`config.mk`:
```
export PLATFORM = sky130hd
export DESIGN_NAME = uart_rx_cmd_decoder
export DESIGN_NICKNAME = d
export VERILOG_FILES = /design/src/rtl/uart_cmd_pkg.sv /design/src/rtl/cmd_timeout_counter.sv /design/src/rtl/uart_rx_cmd_decoder.sv
export SDC_FILE = /design/constraint.sdc
export NUM_CORES = 1
export LEC_CHECK = 0
export BUFFER_PORTS_ARGS = -buffer_cell sky130_fd_sc_hd__buf_2
export CAP_MARGIN = 25
export CORE_ASPECT_RATIO = 2
export CORE_MARGIN = 2
export CORE_UTILIZATION = 63
export DETAILED_ROUTE_END_ITERATION = 8
export PLACE_DENSITY = 0.94
export SLEW_MARGIN = 30
export SYNTH_ARGS = -nofsm -noshare
export SYNTH_HDL_FRONTEND = slang
export SYNTH_SLANG_ARGS = --single-unit
```
`constraint.sdc`:
```
create_clock -name i_clk -period 5.3 [get_ports i_clk]
set_clock_uncertainty 0.1 [all_clocks]
set_input_delay 0.53 -clock i_clk [delete_from_list [all_inputs] [get_ports i_clk]]
set_output_delay 0.53 -clock i_clk [all_outputs]
set_load 0.03 [all_outputs]
```
`src/rtl/uart_cmd_pkg.sv`:
```
// Shared constants and types for the UART command decoder and its TX-side peers.
package uart_cmd_pkg;

  localparam logic [7:0] CMD_RF_WR   = 8'hAA;
  localparam logic [7:0] CMD_RF_RD   = 8'hBB;
  localparam logic [7:0] CMD_ALU_OP  = 8'hCC;
  localparam logic [7:0] CMD_ALU_NOP = 8'hDD;

  // ALU operands are staged through two fixed register-file slots
  localparam int OPA_ADDR = 0;
  localparam int OPB_ADDR = 1;

  typedef enum logic [3:0] {
    S_IDLE,
    S_GET_ADDR,
    S_GET_DATA,
    S_GET_OPA,
    S_GET_OPB,
    S_GET_FUNC,
    S_ISSUE_WR,
    S_ISSUE_RD,
    S_ISSUE_A,
    S_ISSUE_B,
    S_ISSUE_ALU
  } state_t;

endpackage

```
`src/rtl/cmd_timeout_counter.sv`:
```
// Inter-byte timeout counter: counts enabled cycles, expires at LIMIT-1.
// Clear has priority over enable, so a clear in the expiry cycle suppresses it.
module cmd_timeout_counter #(
  parameter int LIMIT = 4096
) (
  input  logic i_clk,
  input  logic i_rst_n,
  input  logic i_en,
  input  logic i_clr,
  output logic o_expire
);

  localparam int CW = (LIMIT > 1) ? $clog2(LIMIT) : 1;

  logic [CW-1:0] r_count;
  logic          w_at_limit;

  assign w_at_limit = (r_count == CW'(LIMIT - 1));
  assign o_expire   = i_en && !i_clr && w_at_limit;

  // count enabled cycles; restart from zero on clear or on expiry
  always_ff @(posedge i_clk or negedge i_rst_n) begin
    if (!i_rst_n) begin
      r_count <= '0;
    end else if (i_clr || o_expire) begin
      r_count <= '0;
    end else if (i_en) begin
      r_count <= r_count + CW'(1);
    end
  end

endmodule

```
`src/rtl/uart_rx_cmd_decoder.sv`:
```
// Assembles UART byte frames into register-file and ALU requests.
//
// state        | meaning
// -------------+--------------------------------------------------
// S_IDLE       | waiting for an opcode byte
// S_GET_ADDR   | waiting for address byte (RF write / RF read)
// S_GET_DATA   | waiting for write-data byte
// S_GET_OPA    | waiting for ALU operand A
// S_GET_OPB    | waiting for ALU operand B
// S_GET_FUNC   | waiting for ALU function byte
// S_ISSUE_WR   | issuing RF write once downstream is free
// S_ISSUE_RD   | issuing RF read once downstream is free
// S_ISSUE_A    | writing operand A into its staging register
// S_ISSUE_B    | writing operand B into its staging register
// S_ISSUE_ALU  | issuing the ALU strobe
module uart_rx_cmd_decoder #(
  parameter int                 WIDTH          = 8,
  parameter int                 ADDR_WIDTH     = 4,
  parameter int                 FUNC_WIDTH     = 4,
  parameter int                 TIMEOUT_CYCLES = 4096,
  parameter logic [WIDTH-1:0]   CMD_RF_WR      = WIDTH'(uart_cmd_pkg::CMD_RF_WR),
  parameter logic [WIDTH-1:0]   CMD_RF_RD      = WIDTH'(uart_cmd_pkg::CMD_RF_RD),
  parameter logic [WIDTH-1:0]   CMD_ALU_OP     = WIDTH'(uart_cmd_pkg::CMD_ALU_OP),
  parameter logic [WIDTH-1:0]   CMD_ALU_NOP    = WIDTH'(uart_cmd_pkg::CMD_ALU_NOP)
) (
  input  logic                  i_clk,
  input  logic                  i_rst_n,
  input  logic [WIDTH-1:0]      i_rx_data,
  input  logic                  i_rx_valid,
  input  logic                  i_parity_error,
  input  logic                  i_stop_error,
  input  logic                  i_busy,
  output logic [ADDR_WIDTH-1:0] o_rf_addr,
  output logic [WIDTH-1:0]      o_rf_wr_data,
  output logic                  o_rf_wr_en,
  output logic                  o_rf_rd_en,
  output logic [FUNC_WIDTH-1:0] o_alu_func,
  output logic                  o_alu_en,
  output logic                  o_cmd_error,
  output logic                  o_overrun
);

  import uart_cmd_pkg::*;

  state_t                r_state;
  logic [WIDTH-1:0]      r_opcode;
  logic [ADDR_WIDTH-1:0] r_addr;
  logic [WIDTH-1:0]      r_data;
  logic [WIDTH-1:0]      r_opa;
  logic [WIDTH-1:0]      r_opb;
  logic [FUNC_WIDTH-1:0] r_func;

  logic w_in_get;
  logic w_in_issue;
  logic w_rx_bad;
  logic w_rx_ok;
  logic w_expire;

  assign w_in_get   = (r_state inside {S_GET_ADDR, S_GET_DATA, S_GET_OPA, S_GET_OPB, S_GET_FUNC});
  assign w_in_issue = (r_state inside {S_ISSUE_WR, S_ISSUE_RD, S_ISSUE_A, S_ISSUE_B, S_ISSUE_ALU});
  assign w_rx_bad   = i_rx_valid && (i_parity_error || i_stop_error);
  assign w_rx_ok    = i_rx_valid && !i_parity_error && !i_stop_error;

  // any arriving byte clears the timer, so a byte landing on the expiry cycle wins
  cmd_timeout_counter #(
    .LIMIT (TIMEOUT_CYCLES)
  ) u_timeout (
    .i_clk    (i_clk),
    .i_rst_n  (i_rst_n),
    .i_en     (w_in_get),
    .i_clr    (i_rx_valid || !w_in_get),
    .o_expire (w_expire)
  );

  // frame assembly, request issue and registered outputs
  always_ff @(posedge i_clk or negedge i_rst_n) begin
    if (!i_rst_n) begin
      r_state      <= S_IDLE;
      r_opcode     <= '0;
      r_addr       <= '0;
      r_data       <= '0;
      r_opa        <= '0;
      r_opb        <= '0;
      r_func       <= '0;
      o_rf_addr    <= '0;
      o_rf_wr_data <= '0;
      o_rf_wr_en   <= 1'b0;
      o_rf_rd_en   <= 1'b0;
      o_alu_func   <= '0;
      o_alu_en     <= 1'b0;
      o_cmd_error  <= 1'b0;
      o_overrun    <= 1'b0;
    end else begin
      o_rf_wr_en  <= 1'b0;
      o_rf_rd_en  <= 1'b0;
      o_alu_en    <= 1'b0;
      o_cmd_error <= 1'b0;
      o_overrun   <= 1'b0;

      if (w_in_get && (w_rx_bad || w_expire)) begin
        o_cmd_error <= 1'b1;
        r_state     <= S_IDLE;
      end else begin
        if (w_in_issue && i_rx_valid) begin
          o_overrun <= 1'b1;
        end

        case (r_state)
          S_IDLE: begin
            if (w_rx_bad) begin
              o_cmd_error <= 1'b1;
            end else if (w_rx_ok) begin
              r_opcode <= i_rx_data;
              if (i_rx_data == CMD_RF_WR || i_rx_data == CMD_RF_RD) begin
                r_state <= S_GET_ADDR;
              end else if (i_rx_data == CMD_ALU_OP) begin
                r_state <= S_GET_OPA;
              end else if (i_rx_data == CMD_ALU_NOP) begin
                r_state <= S_GET_FUNC;
              end else begin
                o_cmd_error <= 1'b1;
              end
            end
          end
          S_GET_ADDR: if (w_rx_ok) begin
            r_addr  <= i_rx_data[ADDR_WIDTH-1:0];
            r_state <= (r_opcode == CMD_RF_WR) ? S_GET_DATA : S_ISSUE_RD;
          end
          S_GET_DATA: if (w_rx_ok) begin
            r_data  <= i_rx_data;
            r_state <= S_ISSUE_WR;
          end
          S_GET_OPA: if (w_rx_ok) begin
            r_opa   <= i_rx_data;
            r_state <= S_GET_OPB;
          end
          S_GET_OPB: if (w_rx_ok) begin
            r_opb   <= i_rx_data;
            r_state <= S_GET_FUNC;
          end
          S_GET_FUNC: if (w_rx_ok) begin
            r_func  <= i_rx_data[FUNC_WIDTH-1:0];
            r_state <= (r_opcode == CMD_ALU_OP) ? S_ISSUE_A : S_ISSUE_ALU;
          end
          S_ISSUE_WR: if (!i_busy) begin
            o_rf_wr_en   <= 1'b1;
            o_rf_addr    <= r_addr;
            o_rf_wr_data <= r_data;
            r_state      <= S_IDLE;
          end
          S_ISSUE_RD: if (!i_busy) begin
            o_rf_rd_en <= 1'b1;
            o_rf_addr  <= r_addr;
            r_state    <= S_IDLE;
          end
          S_ISSUE_A: if (!i_busy) begin
            o_rf_wr_en   <= 1'b1;
            o_rf_addr    <= ADDR_WIDTH'(OPA_ADDR);
            o_rf_wr_data <= r_opa;
            r_state      <= S_ISSUE_B;
          end
          S_ISSUE_B: if (!i_busy) begin
            o_rf_wr_en   <= 1'b1;
            o_rf_addr    <= ADDR_WIDTH'(OPB_ADDR);
            o_rf_wr_data <= r_opb;
            r_state      <= S_ISSUE_ALU;
          end
          S_ISSUE_ALU: if (!i_busy) begin
            o_alu_en   <= 1'b1;
            o_alu_func <= r_func;
            r_state    <= S_IDLE;
          end
          default: r_state <= S_IDLE;
        endcase
      end
    end
  end

endmodule

```
==> impl_metrics.tcl, run 1 <==
set metrics [dict create \
    path_delay_family "compound AO/OA/AOI/OAI gates" \
    synth_cell_type_count 42 \
    synth-seq-cells 77 \
    port_buffers 34 \
    place_ws_ns 2.76 \
    vdd_drop_max_v 0.000393 \
    fp.dieH_um 110 \
    worst_slew_pin_slew_ns 0.863 \
    wire_per_inst_um 17.2 \
    post-cts-setup-buffer-count 0 \
    min_period_ns 2.56 \
    finalSetupViolCount 0 \
    via_per_inst 5.92 \
    dieArea_sq_mm 0.00623 \
    max_slew_margin 0.422 \
    finish.net_count 356 \
    synth_xor_area_frac 0.0274 \
    cts.clk_slew.worst_paths_ns 0.07 \
    syn_area_sq_mm 0.00352 \
    grt.overflow.total 0 \
    clk_latency_ns 0.36 \
    cts.repair.resized 0 \
    grt_max_degree 78 \
    p_per_area_mw_per_mm2 511 \
    place_area_sq_mm 0.00371 \
    path_buf_inv 0 \
    rows 38 \
    cts_tree "done" \
    grt_use_total 0.250 \
    firstDrtPassIters 4 \
    outcome "complete, no violations" \
    cp.depth 5 \
    initial_core_util 0.649 \
    whs_ns 0.0840 \
    finalWeightedCongestion 1.02 \
    synth_nets 322 \
    io_pins 35 \
    nFillCells 370 \
    rsz0062_at_grt "no" \
    drc 0 \
    synth-adder-area-share 0.00356 \
    seq_area_frac_synth 0.548 \
    yosys-mux-area-fraction 0.169 \
    crit_path_end_kind "flop" \
    numCtsBuffers 9 \
    cts.sinks 77 \
    finalHoldViolations 0 \
    ant_nets 0 \
    hold_path.class "input pin to async pin" \
    clock_path_buffers 2 \
    antenna_found_initial 0 \
    synth_top_family_by_area "multiplexers" \
    n_antenna_cell 0 \
    htree_levels 3 \
    yosysWarnings 0 \
    crit_path_start_kind "flop" \
    vias 2396 \
    synth_simple_gate_area_frac 0.157 \
    grt_pass1_vias 2491 \
    fin_area_sq_mm 0.00390 \
    drive_gt1_frac 0.281 \
    post-route-period-util 0.483 \
    arrival_ns 2.68 \
    reg2regPathDepth 5 \
    cts_root_buffer "clkbuf_8" \
    finalWorstSetupSlack_ns 2.74 \
    place.detailed.hpwl_um 5040 \
    worst-path-max-fanout 20 \
    area_growth_pct 10.7 \
    crit_path_max_incr_delay_ns 0.83 \
    leakagePower_nw 1.79 \
    core_area_sq_mm 0.00542 \
    maxSlewViolCount 0 \
    drt-initial-drc-count 124 \
    path_class "flop to flop" \
    die_w_um 56.8 \
    crit_chain "nand2_1 > a22o_1 > a222oi_1 > o2111a_1 > nor3_1" \
    max_freq_mhz 391 \
    synthCells 307 \
    power_mw 1.99 \
    hold_buffers 0 \
    avgSynthCellArea_sq_um 11.5 \
    slowest_stage "dfrtp_1" \
    finalSetupTns_ns 0 \
    totalWireLength_um 6970 \
    synth_compound_area_frac 0.0761 \
    crit_required_ns 5.43 \
    maxCapViolations 0 \
    grt_pass1_wl_um 11600 \
]
==> flip-flops by register name, indices dropped and copies added (netlist names) <==
register / flops
r_state: 4
o_rf_wr_en: 1
o_alu_func: 4
r_func: 4
o_rf_addr: 4
r_opa: 8
r_opcode: 8
r_data: 8
o_alu_en: 1
u_timeout.r_count: 12
o_overrun: 1
r_addr: 4
o_cmd_error: 1
r_opb: 8
o_rf_wr_data: 8
o_rf_rd_en: 1
==> synthesized netlist by cell type <==
master	number	area (sq um)
nand4_1	2	12.5
a31oi_1	2	12.5
o2111ai_1	1	8.76
nor4_1	1	6.26
nor4_2	1	12.5
and4_1	3	26.3
and2_1	2	12.5
or2_2	2	12.5
o311ai_0	1	8.76
nor2_1	24	90.1
buf_2	2	10.0
nand2_1	30	113
buf_6	1	11.3
a21o_1	1	7.51
mux2_2	44	495
o21a_1	1	7.51
o21ai_0	22	110
dfrtp_1	77	1930
a211oi_1	1	7.51
nor2b_1	6	37.5
nor3b_2	1	12.5
and4bb_2	2	25.0
clkbuf_1	8	30.0
a21oi_1	10	50.1
nand3b_1	1	7.51
nor3_1	9	45.0
o2111a_1	1	11.3
nand3_1	6	30.0
nand2b_1	4	25.0
xor2_1	6	52.6
a22o_1	1	8.76
inv_1	4	15.0
a222oi_1	1	10.0
o31ai_1	1	7.51
o211ai_1	1	7.51
xnor2_1	5	43.8
mux2i_1	10	100
ha_1	1	12.5
nor3b_1	6	45.0
or4bb_1	3	33.8
a41o_1	1	10.0
and3_1	1	6.26
==> cells by family after synthesis <==
| logic type | count (synthesis) |
|---|---|
| fa+ha+maj | 1 |
| buf+inv | 15 |
| flops | 77 |
| compound gates | 45 |
| simple gates | 104 |
| mux | 54 |
| xor+xnor | 11 |
==> area by class of cell <==
| class | count | area [sq um] | share of cell area |
|---|---|---|---|
| Clock buffer | 14 | 173 | 0.0443 |
| Timing Repair Buffer | 34 | 176 | 0.0453 |
| Multi-Input combinational cell | 215 | 1530 | 0.391 |
| Tap cell | 60 | 75.1 | 0.0193 |
| Clock inverter | 1 | 5.00 | 0.00128 |
| Inverter | 4 | 15.0 | 0.00385 |
| Sequential cell | 77 | 1930 | 0.495 |
==> per-layer routing <==
| layer | part of all wire | vias up | track usage | wire [um] |
|---|---|---|---|---|
| met4 | 0.033 | 0 | 0.148 | 227 |
| met5 | 0 | - | 0 | 0 |
| met3 | 0.037 | 17 | 0.0506 | 256 |
| met2 | 0.53 | 58 | 0.434 | 3720 |
| li1 | - | 1159 | - | - |
| met1 | 0.40 | 1162 | 0.279 | 2760 |
==> through the flow <==
| stage | util | instances |
|---|---|---|
| final | 0.719 | 405 |
| after global routing | 0.719 | 405 |
| after CTS | 0.718 | 405 |
| after detailed placement | 0.685 | 390 |
| after global placement | 0.685 | 390 |
| after floorplan | - | 307 |
==> placed cells by master, fill, tap and decap left out, drive strengths merged, types with 2 or more instances in the layout <==
master	count
and2	2
nor3b	7
nand2b	4
xor2	6
o21ai	22
mux2i	10
mux2	44
nor2	24
dfrtp	77
nand4	2
or2	2
nand2	30
a21oi	10
inv	4
and4bb	2
nor2b	6
a31oi	2
or4bb	3
xnor2	5
clkbuf	14
nor3	9
nor4	2
buf	34
and4	3
nand3	6
==> where the power goes <==
part           internal [mW]  switching [mW]  leakage, nW  total, mW
combinational          0.284           0.343        0.695      0.627
sequential             0.796           0.166        0.998      0.962
clock                  0.206           0.197       0.0926      0.402
total                   1.29           0.706         1.79       1.99
==> final timing paths <==
kind                                 start  slack (ns)               to
max in group asynchronous          i_rst_n        4.55        r_data[5]
setup / recovery                r_state[0]        2.74       r_state[1]
hold reg to reg            o_rf_wr_data[5]        0.38  o_rf_wr_data[5]
hold / removal                     i_rst_n        0.08     o_rf_addr[2]
min in group i_clk         o_rf_wr_data[5]        0.38  o_rf_wr_data[5]
setup reg to reg                r_state[0]        2.74       r_state[1]
Note: power is estimated with default switching activity, not from simulation.
==> inputs of run 2 (changes only) <==
- ABC_AREA: not set -> 1
- CORE_UTILIZATION: 63 -> 53
- PLACE_DENSITY: 0.94 -> 0.86
- clock period: 5.3 -> 2.25 ns (I/O delays scaled with it)
==> impl_metrics.tcl, run 2 <==
set metrics [dict create \
    outcome "complete, no violations" \
    cts_tree "done" \
    die_w_um 61.4 \
    min_path_cells 2 \
    antenna_found_initial 0 \
    via_per_inst 5.51 \
    synth_ff_type "dfrtp_1" \
    maxCapViolations 0 \
    clk_latency_ns 0.34 \
    place_area_sq_mm 0.00376 \
    htree_levels 3 \
    grt_pass1_vias 3016 \
    final_common_cell "nand2_1" \
    post-route-period-util 0.923 \
    firstDrtPassIters 6 \
    grt.overflow.total 0 \
    arrival_ns 2.20 \
    power_mw 5.32 \
    synthCells 412 \
    core_area_sq_mm 0.00636 \
    whs_ns 0.0434 \
    reg2reg_to "o_alu_func[2]" \
    fp.dieH_um 119 \
    initial_core_util 0.550 \
    crit_path_end_kind "flop" \
    finalHoldViolations 0 \
    worst_slew_pin_slew_ns 0.586 \
    drive_gt1_frac 0.139 \
    synth_largest_area_cell "dfrtp_1" \
    n_antenna_cell 0 \
    yosysWarnings 0 \
    io_pins 35 \
    cts.clk_slew.worst_paths_ns 0.06 \
    min_to "o_rf_rd_en" \
    slowest_stage "dfrtp_1" \
    drt-initial-drc-count 254 \
    p_per_area_mw_per_mm2 1300 \
    r2r_slack_ns 0.17 \
    synth-seq-cells 77 \
    syn_area_sq_mm 0.00350 \
    crit_required_ns 2.38 \
    rows 41 \
    dieArea_sq_mm 0.00730 \
    crit_path_max_incr_delay_ns 0.53 \
    path_class "flop to flop" \
    hold_start "i_busy" \
    synth_cell_type_count 27 \
    crit_path_start_kind "flop" \
    maxSlewViolCount 0 \
    cts_root_buffer "clkbuf_16" \
    largest_register "u_timeout.r_count" \
    finish.net_count 472 \
    fin_area_sq_mm 0.00408 \
    hold_path.class "input pin to flop" \
    worst-path-max-fanout 8 \
    cts.sinks 77 \
    avgSynthCellArea_sq_um 8.49 \
    vias 3019 \
    clock_path_buffers 2 \
    yosysTopAreaCellShare 0.551 \
    reg2regPathDepth 7 \
    grt_pass1_wl_um 13700 \
    final_cell_mix "117 x nand2_1, 77 x dfrtp_1, 46 x o21ai_0" \
    vdd_drop_max_v 0.000624 \
    finalSetupViolCount 0 \
    wire_per_inst_um 15.2 \
    totalWireLength_um 8310 \
    cts.repair.resized 0 \
    max_slew_margin 0.608 \
    crit_chain "inv_1 > nor2_1 > nand2_1 > nor2_1 > inv_1 > nand2_1 > nand2_1" \
    finalSetupTns_ns 0 \
    ant_nets 0 \
    synth_edf_count 0 \
    place.detailed.hpwl_um 5890 \
    max_freq_mhz 482 \
    seq_area_frac_synth 0.551 \
    crit_path_frequent_cell "nand2_1" \
    rsz0062_at_grt "no" \
    yosysMostFrequentCell "nand2_1" \
    drc 0 \
    min_period_ns 2.08 \
    largest_reg_flops 12 \
    r2r_start "r_state[1]" \
    synthTopCellsByArea "dfrtp_1 55%, nand2_1 13%, o21ai_0 6.6%" \
    async_reset_ff_frac 1.00 \
    synth_commonest_cells "117 x nand2_1, 77 x dfrtp_1, 46 x o21ai_0" \
    critPathLaunch "r_state[1]" \
    leakagePower_nw 2.03 \
    numCtsBuffers 9 \
    area_growth_pct 16.7 \
    finalWeightedCongestion 0.907 \
    grt_max_degree 43 \
    synth_nets 427 \
    grt_use_total 0.251 \
    nFillCells 562 \
    port_buffers 34 \
]
run 2: final cells by class:
class                   instances  area (sq um)  area share
well taps                      86           108      0.0264
clock inverters                 1          5.00     0.00123
inverters                      36           135      0.0331
clock buffers                  15           268      0.0656
flip-flops and latches         77          1930       0.472
repair buffers                 46           275      0.0675
multi-input cells             287          1360       0.334
run 2: kinds of logic after synthesis:
logic type | synth area share
XOR/XNOR | 0.0100
adder cells (fa/ha/maj) | 0.00358
buffers and inverters | 0.0594
AO/OA/AOI/OAI | 0.107
flip-flops | 0.551
AND/OR/NAND/NOR | 0.269
run 2: power by group:
| group | internal [mW] | switching (mW) |
|---|---|---|
| sequential | 1.84 | 0.315 |
| clock | 0.806 | 0.520 |
| combinational | 0.592 | 1.24 |
run 2: critical path, delay by kind of cell, from the launching register on:
kind | cells | cell delay [ns]
buffers and inverters | 2 | 0.34
flip-flops | 1 | 0.53
AND/OR/NAND/NOR | 5 | 0.99
run 2: metrics by stage:
stage	setup slack, ns	util	std cells
floorplan	0.662	-	412
global placement	0.306	0.591	528
detailed placement	0.137	0.591	528
CTS	0.0962	0.636	545
global route	0.0246	0.641	548
finish	0.174	0.641	548
run 2: worst max-delay path by stage:
stage | endpoint | slack, ns | depth (start not counted)
2_1_floorplan | r_opcode[6] | 0.66 | 7
3_3_place_gp | o_rf_wr_data[1] | 0.31 | 6
3_5_place_dp | o_rf_wr_data[7] | 0.14 | 6
4_1_cts | o_rf_wr_data[7] | 0.1 | 6
5_1_grt | o_alu_func[2] | 0.02 | 7
6_report | o_alu_func[2] | 0.17 | 7
run 2: repair_timing:
action,CTS,global route
endpoints found under the setup margin,0,3
buffers inserted,0,3
hold endpoints to repair,77,0
hold buffers,1,0
run 2: per-layer routing:
metal	part of all wire	routed length [um]	GRT usage	vias up
met3	0.046	378	0.0445	25
met1	0.38	3120	0.295	1437
met2	0.55	4570	0.414	113
met5	0	0	0	-
li1	-	-	-	1444
met4	0.029	242	0.136	0
==> inputs of run 3 (changes only) <==
- ABC_AREA: 1 -> not set
- CTS_CLUSTER_DIAMETER: not set -> 120
==> impl_metrics.tcl, run 3 (synthesis results as in run 1) <==
set metrics [dict create \
    outcome "complete, no violations" \
    cts.repair.resized 0 \
    vias 2497 \
    grt_pass1_wl_um 11700 \
    finalWorstSetupSlack_ns 0.240 \
    max_freq_mhz 498 \
    firstDrtPassIters 5 \
    place.detailed.hpwl_um 4970 \
    critPathLaunch "r_state[3]" \
    grt_util_met3 0.0565 \
    reg2reg_to "o_alu_func[3]" \
    rows 42 \
    whs_ns 0.109 \
    reg2regPathDepth 4 \
    grt.overflow.total 0 \
    crit_required_ns 2.37 \
    grt_use_total 0.218 \
    core_area_sq_mm 0.00652 \
    rsz0062_at_grt "no" \
    port_buffers 34 \
    use_met2 0.329 \
    post-cts-setup-buffer-count 0 \
    finalHoldViolations 0 \
    finalSetupViolCount 0 \
    path_class "flop to flop" \
    cts_root_buffer "clkbuf_16" \
    cts_tree "done" \
    largest_reg_flops 12 \
    r2r_slack_ns 0.24 \
    n_antenna_cell 0 \
    drive_gt1_frac 0.296 \
    finish.net_count 366 \
    htree_levels 3 \
    maxCapViolations 0 \
    finalWeightedCongestion 0.952 \
    max_slew_margin 0.729 \
    cts.sinks 77 \
    finalSetupTns_ns 0 \
    p_per_area_mw_per_mm2 1250 \
    grt.met1_usage 0.283 \
    worst-path-max-fanout 11 \
    final_common_cell "dfrtp_1" \
    min_period_ns 2.01 \
    crit_path_start_kind "flop" \
    r2r_start "r_state[3]" \
    fp.dieH_um 119 \
    drt-initial-drc-count 142 \
    arrival_ns 2.13 \
    die_w_um 61.6 \
    place_ws_ns 0.286 \
    via_per_inst 5.64 \
    initial_core_util 0.540 \
    totalWireLength_um 7190 \
    vdd_drop_max_v 0.000697 \
    io_pins 35 \
    area_growth_pct 16.5 \
    worst_slew_pin_slew_ns 0.405 \
    final_cell_mix "77 x dfrtp_1, 44 x mux2_2, 34 x buf_2" \
    hold_path.class "input pin to flop" \
    clk_latency_ns 0.34 \
    post-route-period-util 0.893 \
    largest_register "u_timeout.r_count" \
    top_usage_layer "met2" \
    drc 0 \
    antenna_found_initial 0 \
    numCtsBuffers 9 \
    ant_nets 0 \
    hold_buffers 1 \
    nFillCells 558 \
    wire_per_inst_um 16.2 \
    maxSlewViolCount 0 \
    grt_max_degree 78 \
    cts.clk_slew.worst_paths_ns 0.05 \
    leakagePower_nw 1.88 \
    crit_path_end "o_alu_func[3]" \
    grt_pass1_vias 2417 \
    dieArea_sq_mm 0.00735 \
    crit_path_end_kind "flop" \
    clock_path_buffers 2 \
]
==> run 3: worst max-delay path, stage by stage, from the launching register on <==
cell and delay [ns]:
dfrtp_1 0.56, nor2b_1 0.40, nand2b_1 0.20, nand2b_1 0.31, mux2_2 0.33
==> run 3: power breakdown <==
group          switching, mW  leakage (nW)  internal, mW  total [mW]
registers              0.323         0.998          1.88        2.20
clock network          0.504         0.129         0.766        1.27
logic                  0.913         0.748         0.732        1.64
total                   1.74          1.88          3.38        5.12
==> run 3: cell type report <==
type                    count  area, sq um  area share
flip-flops and latches     77         1930       0.470
multi-input cells         215         1530       0.372
repair buffers             44          260      0.0635
clock buffers              13          250      0.0611
well taps                  88          110      0.0269
inverters                   4         15.0     0.00366
clock inverters             2         10.0     0.00244
==> run 3: worst min-delay path by stage <==
stage | slack (ns) | endpoint | from | depth (start not counted)
floorplan | -0.17 | o_alu_en | i_rst_n | 0
global placement | 0.18 | u_timeout.r_count[7] | i_rst_n | 2
detailed placement | 0.19 | u_timeout.r_count[6] | i_rst_n | 2
CTS | 0.1 | o_overrun | i_rx_valid | 2
global route | 0.12 | r_opb[5] | i_rx_data[5] | 2
finish | 0.11 | o_overrun | i_rx_valid | 2
==> run 3: per-stage QoR <==
stage | total power [mW] | cell area [sq um] | std cells | utilization
floorplan | 3.34 | 3520 | 307 | -
global placement | 3.73 | 3830 | 427 | 0.587
detailed placement | 3.85 | 3830 | 427 | 0.587
CTS | 5.15 | 4100 | 443 | 0.629
global route | 5.42 | 4100 | 443 | 0.629
finish | 5.12 | 4100 | 443 | 0.629
==> run 3: metal layers <==
| metal | routed length [um] | share of wire | up-vias |
|---|---|---|---|
| li1 | - | - | 1182 |
| met1 | 2910 | 0.40 | 1210 |
| met2 | 3730 | 0.52 | 90 |
| met3 | 356 | 0.050 | 15 |
| met4 | 197 | 0.027 | 0 |
| met5 | 0 | 0 | - |
